File: config.mk
export PLATFORM = sky130hd
export DESIGN_NAME = fetch_unit_flat
export DESIGN_NICKNAME = d
export VERILOG_FILES = /design/src/rtl/cpu_pkg.sv /design/src/rtl/fetch_unit_if.sv /design/src/rtl/fetch_buf.sv /design/src/rtl/fetch_unit.sv /design/src/flat_wrapper.sv
export SDC_FILE = /design/constraint.sdc
export NUM_CORES = 1
export LEC_CHECK = 0
export ABC_AREA = 1
export CAP_MARGIN = 40
export CORE_MARGIN = 2
export CORE_UTILIZATION = 37
export CTS_BUF_LIST = sky130_fd_sc_hd__clkbuf_4 sky130_fd_sc_hd__clkbuf_8 sky130_fd_sc_hd__clkbuf_16
export CTS_CLUSTER_SIZE = 14
export DETAILED_ROUTE_END_ITERATION = 12
export PLACE_DENSITY = 0.78
export SKIP_CTS_REPAIR_TIMING = 1
export SYNTH_ARGS = -nofsm -noshare
export SYNTH_HDL_FRONTEND = slang
export SYNTH_SLANG_ARGS = --single-unit
File: constraint.sdc
create_clock -name clk -period 1.49 [get_ports clk]
set_clock_uncertainty 0.1 [all_clocks]
set_input_delay 0.149 -clock clk [delete_from_list [all_inputs] [get_ports clk]]
set_output_delay 0.149 -clock clk [all_outputs]
set_load 0.005 [all_outputs]
File: src/rtl/cpu_pkg.sv
// Shared CPU types and constants for the fetch stage.
// Defining FETCH_PREFETCH_EN deepens the fetch buffer to two entries.
package cpu_pkg;

    localparam int unsigned SIZE = 32;

`ifdef FETCH_PREFETCH_EN
    localparam int unsigned FETCH_DEPTH = 2;
`else
    localparam int unsigned FETCH_DEPTH = 1;
`endif

    localparam int unsigned FETCH_CNT_W = $clog2(FETCH_DEPTH) + 1;
    localparam int unsigned FETCH_PTR_W = (FETCH_DEPTH > 1) ? $clog2(FETCH_DEPTH) : 1;

    typedef enum logic [1:0] {
        IDLE,
        REQ,
        STALL
    } fetch_state_e;

endpackage

File: src/rtl/fetch_unit_if.sv
// Fetch stage bundle: PC control, memory read port and decode handshake.
interface fetch_unit_if #(
    parameter int unsigned SIZE = 32
);
    logic [SIZE-1:0] pc;
    logic            pc_oe_a;
    logic            pc_post_inc;
    logic            mem_rd;
    logic            mem_ack;
    logic [SIZE-1:0] mem_data;
    logic [SIZE-1:0] instr;
    logic [SIZE-1:0] instr_addr;
    logic            instr_valid;
    logic            instr_ready;
    logic            flush;
    logic            stop;

    modport master (
        input  pc, mem_ack, mem_data, instr_ready, flush, stop,
        output pc_oe_a, pc_post_inc, mem_rd, instr, instr_addr, instr_valid
    );

    modport slave (
        output pc, mem_ack, mem_data, instr_ready, flush, stop,
        input  pc_oe_a, pc_post_inc, mem_rd, instr, instr_addr, instr_valid
    );
endinterface

File: src/rtl/fetch_buf.sv
// Synchronous FIFO of {instr, addr} entries sized by FETCH_DEPTH.
// With a single entry the pointers collapse to constant zero.
module fetch_buf
    import cpu_pkg::*;
(
    input  logic                   clk,
    input  logic                   rst,
    input  logic                   clear,
    input  logic                   push,
    input  logic                   pop,
    input  logic [SIZE-1:0]        push_data,
    input  logic [SIZE-1:0]        push_addr,
    output logic [FETCH_CNT_W-1:0] count,
    output logic                   valid,
    output logic [SIZE-1:0]        head_data,
    output logic [SIZE-1:0]        head_addr
);

    logic [SIZE-1:0]        data_q [FETCH_DEPTH];
    logic [SIZE-1:0]        addr_q [FETCH_DEPTH];
    logic [FETCH_CNT_W-1:0] count_q;
    logic [FETCH_PTR_W-1:0] wr_idx;
    logic [FETCH_PTR_W-1:0] rd_idx;

    if (FETCH_DEPTH > 1) begin : g_ptr
        logic [FETCH_PTR_W-1:0] wr_q;
        logic [FETCH_PTR_W-1:0] rd_q;

        always_ff @(posedge clk) begin
            if (rst || clear) begin
                wr_q <= '0;
                rd_q <= '0;
            end else begin
                if (push) wr_q <= (wr_q == FETCH_PTR_W'(FETCH_DEPTH - 1)) ? '0 : wr_q + 1'b1;
                if (pop)  rd_q <= (rd_q == FETCH_PTR_W'(FETCH_DEPTH - 1)) ? '0 : rd_q + 1'b1;
            end
        end

        assign wr_idx = wr_q;
        assign rd_idx = rd_q;
    end else begin : g_no_ptr
        assign wr_idx = '0;
        assign rd_idx = '0;
    end

    always_ff @(posedge clk) begin
        if (rst) begin
            count_q <= '0;
            data_q  <= '{default: '0};
            addr_q  <= '{default: '0};
        end else if (clear) begin
            count_q <= '0;
        end else begin
            if (push) begin
                data_q[wr_idx] <= push_data;
                addr_q[wr_idx] <= push_addr;
            end
            count_q <= count_q + FETCH_CNT_W'(push) - FETCH_CNT_W'(pop);
        end
    end

    assign count     = count_q;
    assign valid     = (count_q != '0);
    assign head_data = data_q[rd_idx];
    assign head_addr = addr_q[rd_idx];

endmodule

File: src/rtl/fetch_unit.sv
// Instruction fetch stage: issues PC-addressed reads, buffers returned words for decode.
// FETCH_PREFETCH_EN selects a two-entry buffer for back-to-back fetch.
module fetch_unit
    import cpu_pkg::*;
(
    input  logic         clk,
    input  logic         rst,
    fetch_unit_if.master bus
);

    fetch_state_e           state_q, state_d;
    logic                   req;
    logic                   push;
    logic                   pop;
    logic [FETCH_CNT_W-1:0] count;
    logic [FETCH_CNT_W-1:0] count_post;

    assign pop        = bus.instr_valid && bus.instr_ready;
    assign count_post = count + FETCH_CNT_W'(push) - FETCH_CNT_W'(pop);

    always_ff @(posedge clk) begin
        if (rst) state_q <= IDLE;
        else     state_q <= state_d;
    end

    always_comb begin
        state_d = state_q;
        if (bus.flush) begin
            state_d = IDLE;
        end else begin
            unique case (state_q)
                IDLE: state_d = bus.stop ? IDLE : REQ;
                // An outstanding read is held until ack; stop only applies afterwards.
                REQ: begin
                    if (bus.mem_ack) begin
                        if (count_post == FETCH_CNT_W'(FETCH_DEPTH)) state_d = STALL;
                        else if (bus.stop)                           state_d = IDLE;
                        else                                         state_d = REQ;
                    end
                end
                STALL: begin
                    if (count_post < FETCH_CNT_W'(FETCH_DEPTH)) state_d = bus.stop ? IDLE : REQ;
                end
                default: state_d = IDLE;
            endcase
        end
    end

    // Flush suppresses post_inc so the PC load in that cycle is not disturbed.
    always_comb begin
        req             = (state_q == REQ) && !bus.flush;
        bus.mem_rd      = req;
        bus.pc_oe_a     = req;
        push            = req && bus.mem_ack && !rst;
        bus.pc_post_inc = push;
    end

    fetch_buf u_buf (
        .clk       (clk),
        .rst       (rst),
        .clear     (bus.flush),
        .push      (push),
        .pop       (pop),
        .push_data (bus.mem_data),
        .push_addr (bus.pc),
        .count     (count),
        .valid     (bus.instr_valid),
        .head_data (bus.instr),
        .head_addr (bus.instr_addr)
    );

endmodule

File: src/flat_wrapper.sv
// flat-port wrapper written by rule: the top's interface ports become plain ports
module fetch_unit_flat import cpu_pkg::*;
  (clk, rst, bus_pc, bus_mem_ack, bus_mem_data, bus_instr_ready, bus_flush, bus_stop, bus_pc_oe_a, bus_pc_post_inc, bus_mem_rd, bus_instr, bus_instr_addr, bus_instr_valid);
  fetch_unit_if #(.SIZE(32)) bus_i ();
  input  logic clk;
  input  logic rst;
  input wire logic [$bits(bus_i.pc)-1:0] bus_pc;
  input wire logic [$bits(bus_i.mem_ack)-1:0] bus_mem_ack;
  input wire logic [$bits(bus_i.mem_data)-1:0] bus_mem_data;
  input wire logic [$bits(bus_i.instr_ready)-1:0] bus_instr_ready;
  input wire logic [$bits(bus_i.flush)-1:0] bus_flush;
  input wire logic [$bits(bus_i.stop)-1:0] bus_stop;
  output wire logic [$bits(bus_i.pc_oe_a)-1:0] bus_pc_oe_a;
  output wire logic [$bits(bus_i.pc_post_inc)-1:0] bus_pc_post_inc;
  output wire logic [$bits(bus_i.mem_rd)-1:0] bus_mem_rd;
  output wire logic [$bits(bus_i.instr)-1:0] bus_instr;
  output wire logic [$bits(bus_i.instr_addr)-1:0] bus_instr_addr;
  output wire logic [$bits(bus_i.instr_valid)-1:0] bus_instr_valid;
  assign bus_i.pc = bus_pc;
  assign bus_i.mem_ack = bus_mem_ack;
  assign bus_i.mem_data = bus_mem_data;
  assign bus_i.instr_ready = bus_instr_ready;
  assign bus_i.flush = bus_flush;
  assign bus_i.stop = bus_stop;
  assign bus_pc_oe_a = bus_i.pc_oe_a;
  assign bus_pc_post_inc = bus_i.pc_post_inc;
  assign bus_mem_rd = bus_i.mem_rd;
  assign bus_instr = bus_i.instr;
  assign bus_instr_addr = bus_i.instr_addr;
  assign bus_instr_valid = bus_i.instr_valid;
  fetch_unit u_core (.clk(clk), .rst(rst), .bus(bus_i));
endmodule
======== Yosys cells after proc, flatten, opt, wreduce, memory -nomap -nowiden ========
Cells that the tools add are included.
Widths: inputs -> output; s select.
cells by class
  add/sub/neg operators ................... 2
  $lt $le $gt $ge ......................... 1
  equal/unequal tests ..................... 4
  mux-type cells .......................... 5
  bitwise gates (word level) .............. 1
  reduce and logical (&&, ||, !) cells .... 10
operators by type and width
  operator            count
  $mux 2              3
  $pmux 2 s3          1
  $logic_and 1x1->1   4
  $reduce_and 2->1    2
  $eq 2x1->1 const B  1
  $eq 2x2->1 const B  1
  $logic_not 1->1     2
  $logic_not 2->1     1
  $ne 2x1->1 const B  1
  $ne 2x2->1 const B  1
  $reduce_or 2->1     1
  $add 1x1->1         1
  $lt 1x1->1 const B  1
  $mux 1              1
  $not 1->1           1
  $sub 1x1->1         1
storage, ports and cells
  register bits ........................... 67
  bits of input ports ..................... 70
  output and inout bits ................... 68

======== Longest topological paths before layout ========
  depth after elaboration ................. 9
  gate-level depth with buffers ........... 8

======== Hierarchy ========
From an unflattened synthesis, not the netlist that was laid out.
second synthesis, totals
  cell total of the unflattened synthesis .. 325
  area, all modules ....................... 2555.0 um^2
by module, submodules not included
  module      instances  cells each  area each (um^2)
  fetch_buf   1          290         2373.5
  fetch_unit  1          35          181.4

======== Worst setup path before layout ========
No wires, ideal clock.
  path type ............................... register to register
  from .................................... register u_core.state_q[1]
  to ...................................... register u_core.u_buf.addr_q, in the netlist u_core.u_buf.head_addr[19]
  library setup time ...................... 0.116 ns
  arrival ................................. 0.935 ns
  setup slack ............................. 0.339 ns
  stages on the path, launching flop included .. 7
  path buffers ............................ 2
  path through ............................ dfxtp_1 -> inv_2 -> nand3_2 -> nor2_4 -> buf_4 -> buf_4 -> o21ai_1
on the way
  word-level cells in the longest chain between the ends .. 5
ends and longest elaborated chain
  element                            line                RTL
  start, declared                    fetch_unit.sv:11    fetch_state_e state_q, state_d;
  start signal, assigned             fetch_unit.sv:23    else state_q <= state_d;
  $eq 2x1->1                         fetch_unit.sv:51    req = (state_q == REQ) && !bus.flush;
  $logic_and 1x1->1                  fetch_unit.sv:51
  $logic_and 1x1->1 (2 in a row)     fetch_unit.sv:54    push = req && bus.mem_ack && !rst;
  via bus_pc_post_inc                flat_wrapper.sv:14  output wire logic [$bits(bus_i.pc_post_inc)-1:0] bus_pc_post_inc;
  $reduce_and 2->1 (no source line)  --
  end signal, assigned by index      fetch_buf.sv:56     addr_q[wr_idx] <= push_addr;
  end, declared                      fetch_buf.sv:20     logic [SIZE-1:0] addr_q [FETCH_DEPTH];
The timed path passes the listed nets, and every way through them passes these cells.
A chain may end at the register's enable or synchronous reset.

======== Worst setup path after layout ========
  from .................................... register u_core.u_buf.addr_q, in the netlist u_core.u_buf.head_addr[12]
  to ...................................... output bus_instr_addr[12]
RTL lines
  element        line                RTL
  end, declared  flat_wrapper.sv:17  output wire logic [$bits(bus_i.instr_addr)-1:0] bus_instr_addr;
No word-level cell between the ends.

==> impl_metrics.toml <==
[detailed_routing]
drt_iter0_drc = 99
dr.pass1.iters = 4
num_vias = 2432
drc = 0
ant_nets = 0
avgViaCountPerCell = 4.58
wl_per_cell_um = 12.5
wirelength_um = 6640

[synth]
syn-num-nets = 379
netlist.top_cell.by_area = "dfxtp_1"
synth_top_area_frac = 0.549
avgSynthCellArea_um2 = 7.90
syn_area_um2 = 2440
yosysWarnings = 0
synth_seq_area_share = 0.549
synth_area_leaders = "dfxtp_1 (55%), nand2_1 (21%), o21ai_1 (12%)"
yosys.cell_types.count = 18
synthCells = 309
yosys_register_bits = 67

[global_routing]
antenna_found_initial = 0
grt_pass1_vias = 2331
grt_max_degree = 43
grt_usage = 0.181
grt_pass1_wl_um = 10500
grt-ovfl-total = 0

[critical_path]
cpMaxStageDelayCell = "clkdlybuf4s50_1"
worstPathMaxFanout = 2
crit_arrival_ps = 1200
crit_family = "buffers and inverters"
cp_cell_sequence = "clkdlybuf4s50_1"
critPathBufInv = 1
path_class = "flip-flop to output pin"
worstPathRequired_ps = 1240
slowest_delay_ps = 510
critPathCaptureType = "output pin"
critPathLaunchType = "flip-flop"

[timing]
tightest_slew_ps = 275
max_slew_margin = 0.817
fin_crit_ps = 1450
setup_violations = 0
final_max_slew_viol_count = 0
max_freq_ghz = 0.691
post-route-period-util = 0.971
whs_ps = 261
final_hold_viol_count = 0
tns_ps = 0
setup_slack_ps = 43.8

[job]
maxCapViolations = 0

[placed_design]
gp_congestion = 0.730
place_ws_ps = -228
placedCellCount = 515
portBuffers = 137
dp_hpwl_um = 4690
dpl-instance-area_um2 = 3900

[power_and_ir_drop]
ir_drop_v = 0.000580
p_leak_nw = 1.69
power_mw = 3.99
p_per_area_nw_per_um2 = 951

[floorplan]
fp.dieH_um = 85.2
die_w_um = 85.2
row_count = 29
initial_utilization = 0.384
ios = 138
die-area_um2 = 7260
placeableCoreArea_um2 = 6350

[finish]
final_common_cell = "nand2_1"
n_antenna_cell = 0
fin_nets = 519
finalInstanceArea_um2 = 4190
area.growth.synth_to_final_pct = 71.6
fill_cells = 549
most-common-layout-cells = "nand2_1 (135), clkdlybuf4s50_1 (128), dfxtp_1 (64)"
finalNonFillerCells = 531
drive_above_1_share = 0.0903
fin_util = 0.660

[run_status]
outcome = "complete, no violations"

[clocking]
cts_root_buffer = "clkbuf_8"
cts-buffers-inserted = 9
path_clk_slew_ps = 70
cts_buffer_depth = 2
cts_max_level = 3
clock_latency_ps = 320
clock-sinks = 67
cts_tree = "yes"

[min_path]
hp-class = "input pin to flip-flop"
metal layers:
metal	GRT usage	share of wire
met1	0.202	0.41
met2	0.313	0.50
met3	0.0798	0.083
met4	0.0505	0.0041
met5	0	0
worst paths after layout:
path	start	end	slack [ps]	cells after the start
max	u_core.u_buf.head_addr[12]	bus_instr_addr[12]	40	1
min	bus_pc[24]	u_core.u_buf.head_addr[24]	260	3
max reg2reg	u_core.state_q[1]	u_core.state_q[1]	70	8
min reg2reg	u_core.u_buf.head_addr[6]	u_core.u_buf.head_addr[6]	370	2
state kept, by name (all words and copies together), names as in the netlist:
name and count:
u_core.u_buf.head_addr 32, u_core.state_q 2, u_core.u_buf.count 1, u_core.u_buf.head_data 32
cell type report:
class / instances / area (µm²) / area share
inverter: 8 / 30.0 / 0.00717
clock buffer: 11 / 145 / 0.0346
tap: 77 / 96.3 / 0.0230
clock inverter: 5 / 100 / 0.0239
sequential: 67 / 1350 / 0.321
multi-input combinational: 212 / 912 / 0.218
timing repair buffer: 151 / 1560 / 0.372
kinds of logic (layout without fill, tap and decap cells):
kind of cell | Yosys count | count (layout) | share of synthesized area
buf+inv | 30 | 175 | 0.0810
flops | 67 | 67 | 0.549
simple gates | 145 | 145 | 0.231
compound gates | 67 | 67 | 0.138
power by group:
group | switching [mW] | leakage [nW] | internal (mW)
clock network | 0.649 | 0.127 | 1.17
registers | 0.0136 | 0.542 | 1.82
logic | 0.102 | 1.02 | 0.233
total | 0.765 | 1.69 | 3.22
Yosys cell counts:
cell type,count
nand2_1,135
dfxtp_1,67
o21ai_1,60
buf_4,8
buf_6,7
inv_1,6
clkbuf_1,5
nor2_1,5
o21ai_0,4
a21oi_1,2
buf_2,2
inv_2,2
a211oi_1,1
nand2_2,1
nand3_1,1
nand3_2,1
nor2_4,1
or2_1,1
No activity file was read; power rests on OpenSTA's default activity.
